<file path="config.mk">
export PLATFORM = sky130hd
export DESIGN_NAME = mos6502_bus_demux
export DESIGN_NICKNAME = d
export VERILOG_FILES = /design/src/rtl/mos6502_bus_pkg.sv /design/src/rtl/mos6502_frame_capture.sv /design/src/rtl/mos6502_bus_demux.sv
export SDC_FILE = /design/constraint.sdc
export NUM_CORES = 1
export LEC_CHECK = 0
export CAP_MARGIN = 15
export CORE_MARGIN = 3
export CORE_UTILIZATION = 50
export CTS_BUF_LIST = sky130_fd_sc_hd__clkbuf_16
export CTS_CLUSTER_SIZE = 24
export DETAILED_ROUTE_END_ITERATION = 10
export GPL_ROUTABILITY_DRIVEN = 0
export PLACE_DENSITY = 0.88
export SKIP_CTS_REPAIR_TIMING = 1
export SYNTH_ARGS = -nofsm -noshare
export SYNTH_HDL_FRONTEND = slang
export SYNTH_HIERARCHICAL = 1
export SYNTH_SLANG_ARGS = --single-unit
</file>
<file path="constraint.sdc">
create_clock -name clk -period 5 [get_ports clk]
set_input_delay 0.5 -clock clk [delete_from_list [all_inputs] [get_ports clk]]
set_output_delay 0.5 -clock clk [all_outputs]
set_load 0.005 [all_outputs]
</file>
<file path="src/rtl/mos6502_bus_pkg.sv">
// Shared encodings and request tuple for the tinymos6502 bus demultiplexer.
package mos6502_bus_pkg;

    localparam logic [1:0] PH_CTRL    = 2'd0;
    localparam logic [1:0] PH_ADDR_LO = 2'd1;
    localparam logic [1:0] PH_ADDR_HI = 2'd2;

    localparam int RW_BIT   = 0;
    localparam int SYNC_BIT = 1;

    typedef struct packed {
        logic [15:0] addr;
        logic        we;
        logic [7:0]  wdata;
        logic        sync;
    } bus_req_t;

endpackage

</file>
<file path="src/rtl/mos6502_frame_capture.sv">
// Tracks the 3-phase mux bus, captures address bytes and flags completed frames.
module mos6502_frame_capture
    import mos6502_bus_pkg::*;
(
    input  logic       clk,
    input  logic       rst,
    input  logic       align,
    input  logic [7:0] mux_bus,
    input  logic [7:0] data_out,
    input  logic [7:0] data_oe,
    output logic       frame_done,
    output bus_req_t   frame,
    output logic       frame_valid
);

    logic [1:0] phase;
    logic       primed;
    logic [7:0] addr_lo;
    logic [7:0] addr_hi;

    always_ff @(posedge clk or posedge rst) begin
        if (rst) begin
            phase       <= PH_CTRL;
            primed      <= 1'b0;
            addr_lo     <= 8'h00;
            addr_hi     <= 8'h00;
            frame_valid <= 1'b0;
        end else begin
            frame_valid <= frame_done;
            if (phase == PH_ADDR_LO) addr_lo <= mux_bus;
            if (phase == PH_ADDR_HI) addr_hi <= mux_bus;
            if (align) begin
                phase  <= PH_CTRL;
                primed <= 1'b0;
            end else begin
                case (phase)
                    PH_ADDR_LO: phase <= PH_ADDR_HI;
                    PH_ADDR_HI: begin
                        phase  <= PH_CTRL;
                        primed <= 1'b1;
                    end
                    default:    phase <= PH_ADDR_LO;
                endcase
            end
        end
    end

    // The control phase is taken straight off the bus on the completing edge.
    assign frame_done  = (phase == PH_CTRL) && primed && !align;
    assign frame.addr  = {addr_hi, addr_lo};
    assign frame.we    = ~mux_bus[RW_BIT];
    assign frame.wdata = (data_oe == 8'hFF) ? data_out : 8'h00;
    assign frame.sync  = mux_bus[SYNC_BIT];

endmodule

</file>
<file path="src/rtl/mos6502_bus_demux.sv">
// Turns completed bus frames into one req/ack memory request per CPU cycle.
module mos6502_bus_demux
    import mos6502_bus_pkg::*;
#(
    parameter int         FRAMES_PER_CYCLE = 2,
    parameter logic [7:0] RESET_RDATA      = 8'h00
) (
    input  logic        clk,
    input  logic        rst,
    input  logic [7:0]  cpu_mux_bus,
    input  logic [7:0]  cpu_data_out,
    input  logic [7:0]  cpu_data_oe,
    output logic [7:0]  cpu_data_in,
    input  logic        align,
    output logic        mem_req,
    output logic [15:0] mem_addr,
    output logic        mem_we,
    output logic [7:0]  mem_wdata,
    output logic        mem_sync,
    input  logic        mem_ack,
    input  logic [7:0]  mem_rdata,
    output logic        frame_valid,
    output logic        overrun
);

    localparam int CW = (FRAMES_PER_CYCLE > 1) ? $clog2(FRAMES_PER_CYCLE) : 1;

    typedef enum logic {IDLE, BUSY} state_t;

    state_t          state, state_next;
    logic [CW-1:0]   frame_cnt;
    logic            frame_done;
    bus_req_t        frame;
    bus_req_t        req;
    logic            new_req, load, ack_ok, ovr_set;

    mos6502_frame_capture u_cap (
        .clk        (clk),
        .rst        (rst),
        .align      (align),
        .mux_bus    (cpu_mux_bus),
        .data_out   (cpu_data_out),
        .data_oe    (cpu_data_oe),
        .frame_done (frame_done),
        .frame      (frame),
        .frame_valid(frame_valid)
    );

    assign new_req = frame_done && (frame_cnt == '0);

    always_comb begin
        state_next = state;
        load       = 1'b0;
        ack_ok     = 1'b0;
        ovr_set    = 1'b0;
        case (state)
            IDLE: if (new_req) begin
                load       = 1'b1;
                state_next = BUSY;
            end
            BUSY: begin
                if (mem_ack) begin
                    // Completing ack frees the slot for a request landing on the same edge.
                    ack_ok = 1'b1;
                    if (new_req) load = 1'b1;
                    else         state_next = IDLE;
                end else if (new_req) begin
                    ovr_set = 1'b1;
                end
            end
            default: state_next = IDLE;
        endcase
    end

    always_ff @(posedge clk or posedge rst) begin
        if (rst) begin
            state       <= IDLE;
            frame_cnt   <= '0;
            req         <= '0;
            cpu_data_in <= RESET_RDATA;
            overrun     <= 1'b0;
        end else begin
            state <= state_next;
            if (align)
                frame_cnt <= '0;
            else if (frame_done)
                frame_cnt <= (frame_cnt == CW'(FRAMES_PER_CYCLE - 1)) ? '0 : frame_cnt + 1'b1;
            if (load)               req         <= frame;
            if (ack_ok && !req.we)  cpu_data_in <= mem_rdata;
            if (ovr_set)            overrun     <= 1'b1;
        end
    end

    assign mem_req   = (state == BUSY);
    assign mem_addr  = req.addr;
    assign mem_we    = req.we;
    assign mem_wdata = req.wdata;
    assign mem_sync  = req.sync;

endmodule

</file>
# --- Word level (Yosys, flattened, before mapping) ---
# Index checks and enable logic that the tools add are counted.
op_classes:
  n_bitwise: 3
  eq_ne: 3
  reduce_logical: 9
  muxes: 17
  addsub: 1
ops:
  columns: ["operator", "count"]
  rows:
  - ["two-way mux 1 bit", 12]
  - ["== test 8 bit (second input constant)", 1]
  - ["two-way mux 8 bit", 1]
  - ["logical AND 1 bit", 4]
  - ["one-hot mux 1 bit (2 select lines)", 2]
  - ["one-hot mux 2 bit (2 select lines)", 1]
  - ["nonzero test 2 bit", 2]
  - ["NOT 1 bit", 3]
  - ["== test 2 x 1 -> 1 bit (second input constant)", 1]
  - ["== test 2 bit (second input constant)", 1]
  - ["logical NOT 1 bit", 2]
  - ["logical NOT 2 bit", 1]
  - ["two-way mux 2 bit", 1]
  - ["adder 1 bit (second input constant)", 1]
totals:
  in_bits: 36
  output_inout_bits: 37
  regBits: 57

# --- Logic depth before layout (Yosys ltp) ---
# Gate-level depths: netlist of the first run.
depth:
  word_depth: 7
  ltp_mapped: 7
  ltp_nobuf: 6

# --- By module ---
# The synthesis of the first run kept the hierarchy.
by_module_without_submodules:
  columns: ["mod", "area_each_um2", "n_inst", "cells_each"]
  rows:
  - ["mos6502_bus_demux", 1407.6, 1, 82]
  - ["mos6502_frame_capture", 952.2, 1, 70]

# --- Least setup slack after synthesis of the first run ---
# OpenSTA, ideal clock, no wires.
synth_timing:
  path_type: "register -> register"
  startpoint: "register u_cap.phase[0]"
  endpoint: "register req (netlist bit mem_addr[0])"
  setup_ns: 0.125
  path_stages_with_launch: 8
  path_buffers: 1
  synth_period_minus_slack_ns: 1.872
  setup_slack_ns: 3.128
  t_arrival_ns: 1.748
  cell_sequence: "dfrtp_1 -> inv_1 -> ha_1 -> nand2_1 -> nor2_1 -> nor3b_4 -> buf_6 -> mux2_2"
synth_via:
  elab_chain_len: 7
synth_rtl:
  columns: ["element", "line_no", "text"]
  rows:
  - ["start, declared", "mos6502_frame_capture.sv:16", "logic [1:0] phase;"]
  - ["start signal, assigned", "mos6502_frame_capture.sv:23", "phase <= PH_CTRL;"]
  - ["start signal, assigned", "mos6502_frame_capture.sv:33", "phase <= PH_CTRL;"]
  - ["start signal, assigned", "mos6502_frame_capture.sv:37", "PH_ADDR_LO: phase <= PH_ADDR_HI;"]
  - ["logical NOT 2 bit (*)", "mos6502_frame_capture.sv:49", "assign frame_done = (phase == PH_CTRL) && primed && !align;"]
  - ["logical AND 1 bit (*) (2 in a row)", "mos6502_frame_capture.sv:49", null]
  - ["via frame_done", "mos6502_bus_demux.sv:32", "logic frame_done;"]
  - ["logical AND 1 bit (*)", "mos6502_bus_demux.sv:49", "assign new_req = frame_done && (frame_cnt == '0);"]
  - ["two-way mux 1 bit (*)", "mos6502_bus_demux.sv:57, mos6502_bus_demux.sv:65", null]
  - ["two-way mux 1 bit", "mos6502_bus_demux.sv:62", "if (mem_ack) begin"]
  - ["one-hot mux 1 bit (2 select lines) (*)", "mos6502_bus_demux.sv:56", "case (state)"]
  - ["end signal, assigned", "mos6502_bus_demux.sv:88", "if (load) req <= frame;"]
  - ["end, declared", "mos6502_bus_demux.sv:34", "bus_req_t req;"]
# The timed path passes the listed nets; every way through them passes the cells marked *.
# A chain may end at the register's enable or synchronous reset.

# --- Worst setup path after layout of the first run ---
layout_timing:
  startpoint: "input port align"
  endpoint: "register req (netlist bit mem_wdata[7])"
layout_via:
  elab_chain_len: 6
layout_rtl:
  columns: ["element", "line_no", "text"]
  rows:
  - ["start, declared", "mos6502_bus_demux.sv:14", "input logic align,"]
  - ["logical NOT 1 bit (*)", "mos6502_frame_capture.sv:49", null]
  - ["logical AND 1 bit (*)", "mos6502_frame_capture.sv:49", null]
  - ["via frame_done", "mos6502_bus_demux.sv:32", null]
  - ["logical AND 1 bit (*)", "mos6502_bus_demux.sv:49", null]
  - ["two-way mux 1 bit (*)", "mos6502_bus_demux.sv:57, mos6502_bus_demux.sv:65", null]
  - ["two-way mux 1 bit", "mos6502_bus_demux.sv:62", null]
  - ["one-hot mux 1 bit (2 select lines) (*)", "mos6502_bus_demux.sv:56", null]
# Marks and branches as above.

==> results of run 1 <==
path summary, 6_finish.rpt:
| check | from | to | slack [ns] | cells after the start |
|---|---|---|---|---|
| min | overrun | overrun | 0.49 | 1 |
| max reg2reg | u_cap/phase[1] | mem_wdata[7] | 2.58 | 7 |
| min in group asynchronous | rst | mem_sync | 0.63 | 3 |
| min reg2reg | overrun | overrun | 0.49 | 1 |
| max in group asynchronous | rst | u_cap/addr_hi[7] | 3.84 | 2 |
| max | align | mem_wdata[7] | 2.53 | 5 |
sequential cells by signal, indices dropped and copies added, names as in the netlist:
name               cells
mem_addr              16
cpu_data_in            8
mem_wdata              8
u_cap/addr_hi          8
u_cap/addr_lo          8
u_cap/phase            2
frame_cnt              1
mem_req                1
mem_sync               1
mem_we                 1
overrun                1
u_cap/frame_valid      1
u_cap/primed           1
critical path, delay by kind of cell:
family / cells / cell delay (ns)
simple gates: 2 / 0.96
mux: 1 / 0.37
buf+inv: 2 / 0.84
power by group through the flow:
stage          clock network (W)  logic, W  registers, W
2_1_floorplan                  0  0.000208      0.000704
3_3_place_gp                   0  0.000473      0.000706
3_5_place_dp                   0  0.000485      0.000714
4_1_cts                 0.000644  0.000494      0.000712
5_1_grt                 0.000662  0.000517      0.000729
6_report                0.000629  0.000485      0.000711
layout make-up:
class / instances / area, um^2
repair buffers: 74 / 736
inverters: 14 / 52.6
multi-input cells: 76 / 828
fillers: 262 / 1030
flip-flops and latches: 57 / 1430
clock buffers: 9 / 225
clock inverters: 7 / 85.1
well taps: 52 / 65.1
routing by layer:
layer	part of all wire [%]	track usage, %	vias to the layer above
met5	0	0	-
met4	1.8	9.49	0
met3	5.5	6.68	8
met2	52	34.4	46
met1	40	22.6	721
li1	-	-	685
kinds of logic (layout without fill, tap and decap cells):
| group | count (synthesis) | in the layout |
|---|---|---|
| flops | 57 | 57 |
| mux | 50 | 50 |
| simple gates | 20 | 20 |
| buf+inv | 19 | 104 |
| fa+ha+maj | 3 | 3 |
| compound gates | 2 | 2 |
| xor+xnor | 1 | 1 |
Yosys cell counts, drive strengths merged (2+ instances only):
library cell	instances
buf	5
dfrtp	57
ha	3
inv	14
mux2	50
nand4	2
nor2	5
nor2b	2
nor3	8
through the flow:
| step | instance area [um^2] | total power, W |
|---|---|---|
| after global routing | 3420 | 0.00191 |
| after floorplan | 2360 | 0.000912 |
| after detailed placement | 3110 | 0.00120 |
| after CTS | 3420 | 0.00185 |
| final | 3420 | 0.00183 |
| after global placement | 3110 | 0.00118 |
==> results.md, run 1 <==
* Status: complete, no violations
* Final non-filler cell total at 289
* Root buf cell: clkbuf_16
* Logic pwr share at 26.6%
* H-tree Lvls at 3
* Adder-Cell Fraction of Synth Area at 1.59%
* Most common cell after layout, fill and taps aside: clkdlybuf4s50_1
* Compound-gate portion of the synthesized area at 0.689%
* Vias per std cell at 5.05
* Critical path peak fanout at 16
* Wirelength per Cell at 17.5 um
* Routed wire length at 5.07 mm
* Net Switching at 0.000425 W
* ANT cells at 0
* Die area at 0.00558 mm^2
* Total leakage power at 1.57 nW
* Post-Synth Simple-Gate Area at 6.04%
* Max Slew Vio Count at 0
* Post-synth cell types at 19
* Initial drt markers at 36
* Post-synthesis mux area share at 26.4%
* Clock latency on the worst-skew pair at 0.32 ns
* Clock sinks at 57
* Worst path max stage delay at 0.62 ns
* Number of flops mapped to enable cells by yosys at 0
* Cts bufs inserted at 9
* TritonCTS clock tree: yes
* Setup TNS at 0 ns
* Final clock skew at 0.00481 ns
* Crit-path slowest cell: nor3b_4
* Largest family of logic cells by synthesized area: multiplexers
* I/O pins at 73
* Largest cells by area after synthesis: dfrtp_1 60%, mux2_2 16%, mux2_4 10%, inv_1 2.2%, buf_6 1.9%
* Initial antenna violation count at 0
* Grt ovf at 0
* Drt first pass iters at 4
* Setup WS pre-CTS at 2.22 ns
* Max Cap Viol at 0
* Int Power at 0.00140 W
* Antenna Nets Post-Route at 0
* Chip width at 74.7 um
* Slew @ Worst Pin at 0.793 ns
* Post-synth top area cell: dfrtp_1
* Startpoint types: input pin
* Min Tclk post-route at 2.47 ns
* Final cycle utilization of the critical path at 49.4%
* Synth Register Bits at 57
* Most frequent cells in the layout: 72 x clkdlybuf4s50_1, 57 x dfrtp_1, 34 x mux2_2, 16 x mux2_4, 14 x inv_1
* Synth top area share at 60.4%
* Setup crit end kind: flop
* Row count at 24
* Synth Flop Type: dfrtp_1
* Core Box Area at 0.00444 mm^2
* Final worst setup slack at 2.53 ns
* Sequential share of the synthesized area at 60.4%
* Cell Chain, Critical Path: clkdlybuf4s50_1 > nor2_1 > nor3b_4 > buf_4 > mux2_2
* Critical Path RT at 5.20 ns
* Clk pwr share at 34.5%
* Synth async-reset ratio at 100%
* Syn avg cell area at 15.5 um^2
* HP Class: flop to flop
* Die H at 74.7 um
* RSZ-0062 raised after global routing: false
* Largest net degree at the start of global routing at 38
* Clk slew on worst S/H paths at 0.05 ns
* Final net count at 271
* GRT Overall Usage at 20.1%
* Dpl cells at 273
* Starting Density at 53.1%
* DRC Markers at 0
* Post-DP HPWL at 3.31 mm
* Clk buf depth at 2
* Max VDD drop at 0.000348 V
* Cell Pwr Density at 534 mW/mm^2
* Final setup vio count at 0
* Sw Share at 23.3%
* Synth Area in XOR/XNOR at 0.371%
* Vias at 1460
* WS Path Type: input pin to flop
* Crit path DAT at 2.67 ns
* Synth warnings at 6
* Share of cells above drive strength 1 at 30.8%
* Layout Utilization at 76.9%
* Sequential cell fraction of total power at 39.0%
* Cell Area, Synth at 0.00236 mm^2
* Syn-to-layout area delta at 44.9%
* Rel. slew slack at 47.1%
* Syn Nets at 191
* F_max at 405 MHz
* Port Buffers at 72
* Final Hold Vio Count at 0
* Final hold slack at 0.491 ns
* Vias in the first global route at 1564
* Syn Inst Count at 152
* First-pass GRT wire length at 7.96 mm
Power figures use the tool's default switching activity.
==> inputs of run 2 (changes only) <==
- CORE_UTILIZATION: 50 -> 46
- PLACE_DENSITY: 0.88 -> 0.82
- clock period: 5 -> 2.6 ns (I/O delays scaled with it)
==> results.md, run 2 (same netlist as run 1, synthesis figures left out) <==
* Port Buffers at 72 (unchanged)
* Register area at 0.00143 mm^2 (unchanged)
* Fill cells at 346 (+32%)
* Final clock skew at 0.00749 ns (+0.00267 ns)
* Root buf cell: clkbuf_16
* Most common cell after layout, fill and taps aside: clkdlybuf4s50_1
* Largest net degree at the start of global routing at 27 (-29%)
* Max Cap Viol at 0 (unchanged)
* Total leakage power at 1.55 nW (-1.1%)
* Cell Pwr Density at 994 mW/mm^2 (+86%)
* Slew @ Worst Pin at 0.779 ns (-0.0140 ns)
* Grt ovf at 0 (unchanged)
* DRC Markers at 0 (unchanged)
* Setup TNS at 0 ns (unchanged)
* Antenna Nets Post-Route at 0 (unchanged)
* Routing usage on met1 at 24.8% (+2.1 points)
* Multi-input gate area at 828 um^2 (unchanged)
* Vias per std cell at 4.96 (-1.7%)
* Rel. slew slack at 48.0% (+0.93 points)
* Setup crit end kind: flop
* Area after DPL at 0.00313 mm^2 (+0.60%)
* Clk buf depth at 2 (unchanged)
* HP Class: input pin to asynchronous set/reset pin
* Design Area, Final at 0.00340 mm^2 (-0.44%)
* H-tree Lvls at 3 (unchanged)
* Final Hold Vio Count at 0 (unchanged)
* Routed wire length at 5.06 mm (-0.12%)
* Chip width at 77.6 um (+3.9%)
* Die H at 77.6 um (+3.9%)
* Critical path peak fanout at 26 (+10)
* Vias in the first global route at 1656 (+5.9%)
* Startpoint types: flop
* TritonCTS clock tree: yes
* Final setup vio count at 0 (unchanged)
* Final cycle utilization of the critical path at 80.4%
* WS Path Type: flop to flop
* Row count at 25 (+4.2%)
* Cts bufs inserted at 9 (unchanged)
* Core Box Area at 0.00485 mm^2 (+9.1%)
* Die area at 0.00603 mm^2 (+8.0%)
* Most frequent cells in the layout: 72 x clkdlybuf4s50_1, 57 x dfrtp_1, 34 x mux2_2, 16 x mux2_4, 15 x inv_1
* Wirelength per Cell at 16.7 um (-4.7%)
* Clk slew on worst S/H paths at 0.05 ns (about the same)
* Final net count at 271 (unchanged)
* Post-DP HPWL at 3.50 mm (+5.5%)
* I/O pins at 73 (unchanged)
* Status: complete, no violations
* Crit path DAT at 2.28 ns (-0.39 ns)
* Met2 Use GR at 29.4% (-5.1 points)
* GRT Overall Usage at 19.1% (-1.0 points)
* Starting Density at 48.7% (-4.4 points)
* Critical Path RT at 2.79 ns (-2.41 ns)
* Clock latency on the worst-skew pair at 0.32 ns (about the same)
* First-pass GRT wire length at 8.58 mm (+7.9%)
* Met3 Use GR at 4.64% (-2.0 points)
* Min Tclk post-route at 2.09 ns
* Drt first pass iters at 4 (unchanged)
* Max Slew Vio Count at 0 (unchanged)
* Most Used Layer, Global Route: met2
* RSZ-0062 raised after global routing: false
* Share of cells above drive strength 1 at 29.2% (-1.6 points)
* Initial drt markers at 72 (+100%)
* Max VDD drop at 0.000546 V (+57%)
* F_max at 478 MHz
* Syn-to-layout area delta at 44.2%
* Initial antenna violation count at 0 (unchanged)
* Final worst setup slack at 0.510 ns (-2.02 ns)
* Setup WS pre-CTS at 0.403 ns (-1.82 ns)
* Clock sinks at 57 (unchanged)
* Max FFs per register at 16 (unchanged)
* ANT cells at 0 (unchanged)
* Vias at 1504 (+3.0%)
[run 2: worst max-delay path: stages, from the launching register on]
cell     delay (ns)
dfrtp_1        0.38
inv_1          0.08
ha_1           0.17
nand2_1        0.06
nor2_1         0.29
nor3b_4        0.25
buf_4          0.35
mux2_2         0.39
[run 2: worst paths after layout]
check	from	end	slack (ns)	cells after the start
worst max-delay path	u_cap/phase[0]	mem_addr[14]	0.51	7
worst min-delay path	rst	mem_addr[8]	0.31	2
worst max register to register	u_cap/phase[0]	mem_addr[14]	0.51	7
worst min register to register	cpu_data_in[2]	cpu_data_in[2]	0.50	1
max in group asynchronous	rst	mem_req	1.56	3
min in group clk	cpu_data_in[2]	cpu_data_in[2]	0.50	1
[run 2: area by class of cell]
cell class | instances | area share (%)
repair buffers | 74 | 21.6
flip-flops and latches | 57 | 41.9
multi-input cells | 76 | 24.3
clock inverters | 6 | 1.51
clock buffers | 9 | 6.62
well taps | 67 | 2.46
inverters | 14 | 1.54
[run 2: through the flow]
stage	total power, W	hold slack [ns]	utilization (%)	std cells
2_1_floorplan	0.00175	0.224	-	152
3_3_place_gp	0.00227	0.479	64.5	288
3_5_place_dp	0.00231	0.490	64.5	288
4_1_cts	0.00342	0.332	70.2	303
5_1_grt	0.00356	0.388	70.2	303
6_report	0.00338	0.314	70.2	303
[run 2: report_power, final]
part | internal (W) | total [W] | switching, W
registers | 0.00119 | 0.00137 | 0.000172
clock network | 0.000720 | 0.00110 | 0.000375
logic | 0.000671 | 0.000923 | 0.000252
total | 0.00259 | 0.00338 | 0.000799
[run 2: layer usage]
| layer | vias to the layer above | part of all wire [%] |
|---|---|---|
| li1 | 682 | - |
| met1 | 778 | 43 |
| met2 | 35 | 52 |
| met3 | 9 | 3.4 |
| met4 | 0 | 2.1 |
| met5 | - | 0 |
==> inputs of run 3 (changes only) <==
- clock period: 2.6 -> 2.03 ns (I/O delays scaled with it)
==> results.md, run 3 (same netlist as run 1, synthesis figures left out) <==
* Clock sinks at 57 (unchanged)
* Cell Pwr Density at 1260 mW/mm^2 (+26%)
* Grt ovf at 0 (unchanged)
* Starting Density at 48.7% (unchanged)
* Max VDD drop at 0.000659 V (+21%)
* Setup crit end kind: flop
* HP Class: input pin to asynchronous set/reset pin
* Total leakage power at 1.57 nW (+1.4%)
* Min Tclk post-route at 1.80 ns (-0.286 ns)
* Clk slew on worst S/H paths at 0.05 ns (about the same)
* Drt first pass iters at 4 (unchanged)
* Final worst setup slack at 0.226 ns (-0.284 ns)
* Crit path DAT at 2.00 ns (-0.28 ns)
* Core Box Area at 0.00485 mm^2 (unchanged)
* Layout Utilization at 71.0% (+0.77 points)
* H-tree Lvls at 3 (unchanged)
* F_max at 554 MHz (+16%)
* Chip width at 77.6 um (unchanged)
* Root buf cell: clkbuf_16
* Dpl cells at 291 (+1.0%)
* Worst path max stage delay at 0.38 ns (about the same)
* Rel. slew slack at 57.4% (+9.5 points)
* Final cycle utilization of the critical path at 88.9% (+8.5 points)
* Final net count at 274 (+1.1%)
* Setup WS pre-CTS at 0.187 ns (-0.216 ns)
* Largest net degree at the start of global routing at 38 (+41%)
* ANT cells at 0 (unchanged)
* Antenna Nets Post-Route at 0 (unchanged)
* Clk buf depth at 2 (unchanged)
* Syn-to-layout area delta at 45.8%
* GRT Overall Usage at 18.1% (-1.0 points)
* Family with the most delay on the worst path: simple AND/OR/NAND/NOR gates
* Final clock skew at 0.00297 ns (-0.00451 ns)
* Final Hold Vio Count at 0 (unchanged)
* Max Slew Vio Count at 0 (unchanged)
* Port Buffers at 72 (unchanged)
* Clock latency on the worst-skew pair at 0.31 ns (about the same)
* Vias per std cell at 4.83 (-2.7%)
* I/O pins at 73 (unchanged)
* Startpoint types: flop
* Die H at 77.6 um (unchanged)
* Final non-filler cell total at 307 (+1.3%)
* Die area at 0.00603 mm^2 (unchanged)
* Crit-path slowest cell: dfrtp_1
* TritonCTS clock tree: yes
* Max Cap Viol at 0 (unchanged)
* Buf+Inv Stages, Crit Path at 2 (unchanged)
* Cts bufs inserted at 9 (unchanged)
* Routed wire length at 4.94 mm (-2.5%)
* Post-DP HPWL at 3.35 mm (-4.3%)
* Cell Chain, Critical Path: inv_1 > ha_1 > nand2_1 > nor2_1 > nor3b_4 > buf_12 > mux2_2
* Slew @ Worst Pin at 0.638 ns (-0.141 ns)
* RSZ-0062 raised after global routing: false
* Initial antenna violation count at 0 (unchanged)
* Tot Pwr at 0.00432 W (+28%)
* Wirelength per Cell at 16.1 um (-3.7%)
* DRC Markers at 0 (unchanged)
* First-pass GRT wire length at 8.12 mm (-5.4%)
* Final setup vio count at 0 (unchanged)
* Setup TNS at 0 ns (unchanged)
* WS Path Type: flop to flop
* Row count at 25 (unchanged)
* Vias at 1482 (-1.5%)
* Most frequent cells in the layout: 72 x clkdlybuf4s50_1, 57 x dfrtp_1, 34 x mux2_2, 16 x inv_1, 16 x mux2_4
* Critical path peak fanout at 26 (unchanged)
* Max FFs per register at 16 (unchanged)
* Status: complete, no violations
* Critical Path RT at 2.22 ns (-0.57 ns)
* Vias in the first global route at 1628 (-1.7%)
* Initial drt markers at 61 (-15%)
* Most common cell after layout, fill and taps aside: clkdlybuf4s50_1
* Share of cells above drive strength 1 at 29.6% (+0.35 points)
-- run 3: cell count changes in the layout (fill, tap and decap cells not counted) --
| cell | change |
|---|---|
| inv_1 | +1 |
| buf_4 | +2 |
| clkinv_2 | -1 |
| buf_12 | +1 |
| clkinv_1 | +1 |
-- run 3: power breakdown --
part,switching [W],leakage [nW],internal (W)
Combinational,0.000324,0.705,0.000865
Sequential,0.000220,0.722,0.00153
Clock,0.000461,0.144,0.000921
Total,0.00100,1.57,0.00332
-- run 3: worst paths after layout --
path,start,end,slack [ns],cells after the start
max in group asynchronous,rst,mem_addr[2],1.36,3
min in group clk,mem_addr[13],mem_addr[13],0.50,1
worst min register to register,mem_addr[13],mem_addr[13],0.50,1
worst max register to register,u_cap/phase[0],mem_wdata[5],0.23,7
worst min-delay path,rst,u_cap/frame_valid,0.26,3
worst max-delay path,u_cap/phase[0],mem_wdata[5],0.23,7
-- run 3: layout make-up --
| type | count | area, um^2 |
|---|---|---|
| Sequential cell | 57 | 1430 |
| Fill cell | 324 | 1410 |
| Multi-Input combinational cell | 76 | 828 |
| Timing Repair Buffer | 77 | 771 |
| Clock buffer | 9 | 225 |
| Tap cell | 67 | 83.8 |
| Clock inverter | 7 | 53.8 |
| Inverter | 14 | 52.6 |
-- run 3: routing by layer --
metal / part of all wire, % / global-route usage, %
met5: 0 / 0
met4: 1.9 / 10.1
met3: 3.7 / 4.29
met2: 52 / 29.0
met1: 42 / 22.3
-- run 3: metrics by stage --
step                area, um^2  hold WS, ns
finish                    3440        0.257
global route              3440        0.313
CTS                       3440        0.269
detailed placement        3160        0.468
global placement          3160        0.481
floorplan                 2360        0.167
-- run 3: worst reg2reg max path, delay by kind of cell (launching register included) --
kind                     cells  cell delay, ns
buffers and inverters        2            0.30
AND/OR/NAND/NOR              3            0.47
multiplexers                 1            0.38
adder cells (fa/ha/maj)      1            0.15
flip-flops                   1            0.38
